--- src/rtl/timing_gen.sv ---
// Drum timing generator: counts drum bit pulses into bit-time (0..28) and
// word-time (0..WORDS-1) counters, locks to the drum origin index mark, and
// decodes the counters into the bit/word strobes used by the CPU.
module timing_gen #(
    parameter int WORDS = 108
) (
    input  logic       CLOCK,
    input  logic       rst,
    input  logic       bit_en,
    input  logic       drum_index,
    input  logic       err_clr,
    output logic       T0,
    output logic       T1,
    output logic       T2,
    output logic       T13,
    output logic       T21,
    output logic       T28,
    output logic       T29,
    output logic       TE,
    output logic       TF,
    output logic       TS,
    output logic [6:0] word_time,
    output logic [4:0] bit_time,
    output logic       locked,
    output logic       sync_err
);

    typedef enum logic {
        S_SEARCH = 1'b0,
        S_LOCKED = 1'b1
    } state_t;

    localparam logic [4:0] BC_LAST = 5'd28;
    localparam logic [6:0] WC_LAST = 7'(WORDS - 1);

    state_t     r_state;
    state_t     w_state_nxt;
    logic [4:0] r_bc;
    logic [4:0] w_bc_nxt;
    logic [6:0] r_wc;
    logic [6:0] w_wc_nxt;
    logic       r_err;
    logic       w_err_nxt;
    logic       w_locked;
    logic       w_bc_last;
    logic       w_at_end;

    assign w_locked  = (r_state == S_LOCKED);
    assign w_bc_last = (r_bc == BC_LAST);
    // The only position where an index mark is legal while locked.
    assign w_at_end  = w_bc_last && (r_wc == WC_LAST);

    // State, counter and sticky error registers; reset aborts any word in flight.
    always_ff @(posedge CLOCK or posedge rst) begin
        if (rst) begin
            r_state <= S_SEARCH;
            r_bc    <= 5'd0;
            r_wc    <= 7'd0;
            r_err   <= 1'b0;
        end else begin
            r_state <= w_state_nxt;
            r_bc    <= w_bc_nxt;
            r_wc    <= w_wc_nxt;
            r_err   <= w_err_nxt;
        end
    end

    // Next-state, counter advance and index checking; a new error beats err_clr.
    always_comb begin
        w_state_nxt = r_state;
        w_bc_nxt    = r_bc;
        w_wc_nxt    = r_wc;
        w_err_nxt   = err_clr ? 1'b0 : r_err;
        case (r_state)
            S_SEARCH: begin
                w_bc_nxt = 5'd0;
                w_wc_nxt = 7'd0;
                if (bit_en && drum_index) begin
                    w_state_nxt = S_LOCKED;
                end
            end
            S_LOCKED: begin
                if (bit_en) begin
                    if (w_at_end) begin
                        w_bc_nxt = 5'd0;
                        w_wc_nxt = 7'd0;
                        if (!drum_index) begin
                            // Missing index: drop lock and hunt for the mark again.
                            w_state_nxt = S_SEARCH;
                            w_err_nxt   = 1'b1;
                        end
                    end else if (drum_index) begin
                        // Early index: resynchronise to the mark but stay locked.
                        w_bc_nxt  = 5'd0;
                        w_wc_nxt  = 7'd0;
                        w_err_nxt = 1'b1;
                    end else if (w_bc_last) begin
                        w_bc_nxt = 5'd0;
                        w_wc_nxt = 7'(r_wc + 7'd1);
                    end else begin
                        w_bc_nxt = 5'(r_bc + 5'd1);
                    end
                end
            end
            default: begin
                w_state_nxt = S_SEARCH;
                w_bc_nxt    = 5'd0;
                w_wc_nxt    = 7'd0;
            end
        endcase
    end

    // Strobe decode from registered state only; everything is gated off while searching.
    always_comb begin
        T0  = w_locked && (r_bc == 5'd28);
        T1  = w_locked && (r_bc == 5'd0);
        T2  = w_locked && (r_bc == 5'd1);
        T13 = w_locked && (r_bc == 5'd12);
        T21 = w_locked && (r_bc == 5'd20);
        T28 = w_locked && (r_bc == 5'd27);
        T29 = w_locked && (r_bc == 5'd28);
        TE  = w_locked && !r_wc[0];
        TF  = w_locked && (r_wc == WC_LAST);
        TS  = w_locked && (r_wc[1:0] == 2'b11);
    end

    assign word_time = r_wc;
    assign bit_time  = r_bc;
    assign locked    = w_locked;
    assign sync_err  = r_err;

endmodule

--- config.mk ---
export PLATFORM = sky130hd
export DESIGN_NAME = timing_gen
export DESIGN_NICKNAME = d
export VERILOG_FILES = /design/src/rtl/timing_gen.sv
export SDC_FILE = /design/constraint.sdc
export NUM_CORES = 1
export LEC_CHECK = 0
export BUFFER_PORTS_ARGS = -buffer_cell sky130_fd_sc_hd__clkbuf_2
export CORE_MARGIN = 10
export CORE_UTILIZATION = 30
export CTS_BUF_LIST = sky130_fd_sc_hd__clkbuf_8
export CTS_CLUSTER_DIAMETER = 120
export DETAILED_ROUTE_END_ITERATION = 7
export HOLD_SLACK_MARGIN = 0.08
export PLACE_DENSITY = 0.62
export RECOVER_POWER = 25
export SYNTH_ARGS = -nofsm -noshare
export SYNTH_HDL_FRONTEND = slang
export SYNTH_SLANG_ARGS = --single-unit
--- constraint.sdc ---
create_clock -name CLOCK -period 2.2 [get_ports CLOCK]
set_input_delay 0.33 -clock CLOCK [delete_from_list [all_inputs] [get_ports CLOCK]]
set_output_delay 0.33 -clock CLOCK [all_outputs]
set_load 0.1 [all_outputs]
==> metrics <==
run status=completed; CTS Sinks=14; fmax=468.0 MHz; # hold bufs at CTS=0; worst r2r path cells=6; Netlist cell types=37; clock-pin slew on the worst setup and hold paths=0.06 ns; Critical Path RT=about 1.9 ns; first-pass GRT wire length=4.091 mm; DR WL/cell=14.02 µm; Post-Syn Instances=roughly 100; grt total ovfl=0; crit end category=output port; Total Power=777.4 µW; Setup crit start kind=register; Residual DRC=0; IO Pins=29; CTS tree=yes; worst slew pin tran=0.5584 ns; later-pin clock latency in the skew report=0.25 ns; 1st-iter DRT viols=31; die width=~76 µm; final hold violation count=0; routability congestion estimate=roughly 0.85; Multi-input gate area=578.1 µm²; cts repair resizes=0; vias in the first global route=839; max-slew violations=0; WP data arrival=1.81 ns; setup TNS=0 ns; die area=5782 µm²; PwrDens=618.2 nW/µm²; Post-DRT Antenna Nets=0; Initial Util=0.3112; largest net degree at the start of global routing=18; row count=20; max-cap viol count=0; Via density=4.837; min cycle time layout=2.137 ns; critical path type=register to output port; Slew HR=0.6273; skew final=0.002852 ns; Syn-to-layout area delta=33.47%; Routed WL=2.412 mm; most frequent cells in the layout=24 x clkbuf_2, 9 x nor2_1, 7 x xor2_1, 7 x nand3_1; FILL cells=slightly above 300; unrepaired setup endpoints after global routing=no; core area=3028 µm²; Antenna Cells=0; final setup fails=0; Max H-tree Level=1; commonest non-fill, non-tap cell in the layout=clkbuf_2; synthesized net count=around 110; Port Buffers=28; Die Y=76.04 µm; ys async rst share=1.000; sequential area share after synthesis=0.3718; Mapped Area=942.2 µm²; CP max FO=12; All-Layer GR Usage=0.08517; Synth Register Bits=14; drt pass-1 iters=4; Synth Area per Inst=approximately 9.1 µm²; post-DP HPWL=1.912 mm; Vias=832; Static Leak=0.5943 nW; Final nets=about 140; antenna violations before repair=0; R2R setup slack=~0.19 ns; CTS root buf=clkbuf_8; synth warn=0; crit share post-route=0.9712; layout cell share with drive strength beyond 1=0.4453; postcts setup bufs=0; EDFF count, synth=0; CTS Buf Count=3; top_reg_cell synth=dfrtp_1; clk buf depth=2; Peak VDD IR=0.2835 mV; Hold Path Class=input pin to async pin; FF+latch area=approximately 380 µm²
critical path, cell delays in order (launching register included):
cell and delay (ns):
dfrtp_4 0.50, inv_1 0.09, ha_1 0.23, and4_4 0.35
and2_4 0.20, buf_12 0.17
cell type report:
class / instances / area share
clock buffers: 4 / 0.04378
repair buffers: 28 / 0.1393
flip-flops and latches: 14 / 0.2985
well taps: 44 / 0.04378
inverters: 5 / 0.01493
multi-input cells: 77 / 0.4597
synth_stat cells (all sizes together) (2+ instances only):
library cell	number	share of area
ha	4	0.053
nand2b	3	0.023
o211ai	4	0.046
a21boi	2	0.016
xor2	7	0.065
o21a	3	0.024
a21oi	2	0.015
inv	5	0.020
nor2	12	0.048
buf	6	0.046
nand3	7	0.037
nor4b	2	0.019
and2	3	0.020
and3	4	0.027
nand2	5	0.020
dfrtp	14	0.37
o21ai	3	0.020
nand4	5	0.033
and4	2	0.021
worst paths after layout:
path | start | endpoint
max in group asynchronous | rst | bit_time[3]
min reg2reg | sync_err | sync_err
min in group CLOCK | err_clr | sync_err
max | bit_time[1] | T0
max reg2reg | bit_time[1] | word_time[6]
min | rst | bit_time[0]
flip-flops by register name, indices dropped and copies added (netlist names):
| name | cells |
|---|---|
| locked | 1 |
| word_time | 7 |
| sync_err | 1 |
| bit_time | 5 |
through the flow:
stage	hold slack, ns	setup WS (ns)	utilization	area (µm²)	instances
after floorplan	0.2192	-0.1002	-	1045	103
after global placement	0.3848	0.2725	0.3971	1202	168
after detailed placement	0.3959	0.2240	0.3971	1202	168
after CTS	0.1304	0.07474	0.4153	1257	172
after global routing	0.1500	0.01197	0.4153	1257	172
final	0.1015	0.06341	0.4153	1257	172
layer usage:
metal,vias up,global-route usage,wire length [µm]
li1,415,-,-
met1,389,0.1067,1123
met2,25,0.1284,1098
met3,3,0.03420,168
met4,0,0.02841,22
met5,-,0,0
report_power, final:
part | internal [mW] | switching, mW
combinational | 0.0505 | 0.183
sequential | 0.272 | 0.0150
clock | 0.159 | 0.0974
total | 0.482 | 0.296
cell families after synthesis:
kind of cell | count (synthesis) | synth area share
buf+inv | 12 | 0.07038
flops | 14 | 0.3719
simple gates | 47 | 0.2802
compound gates | 19 | 0.1594
xor+xnor | 7 | 0.06507
fa+ha+maj | 4 | 0.05312
Note: power is estimated with default switching activity, not from simulation.
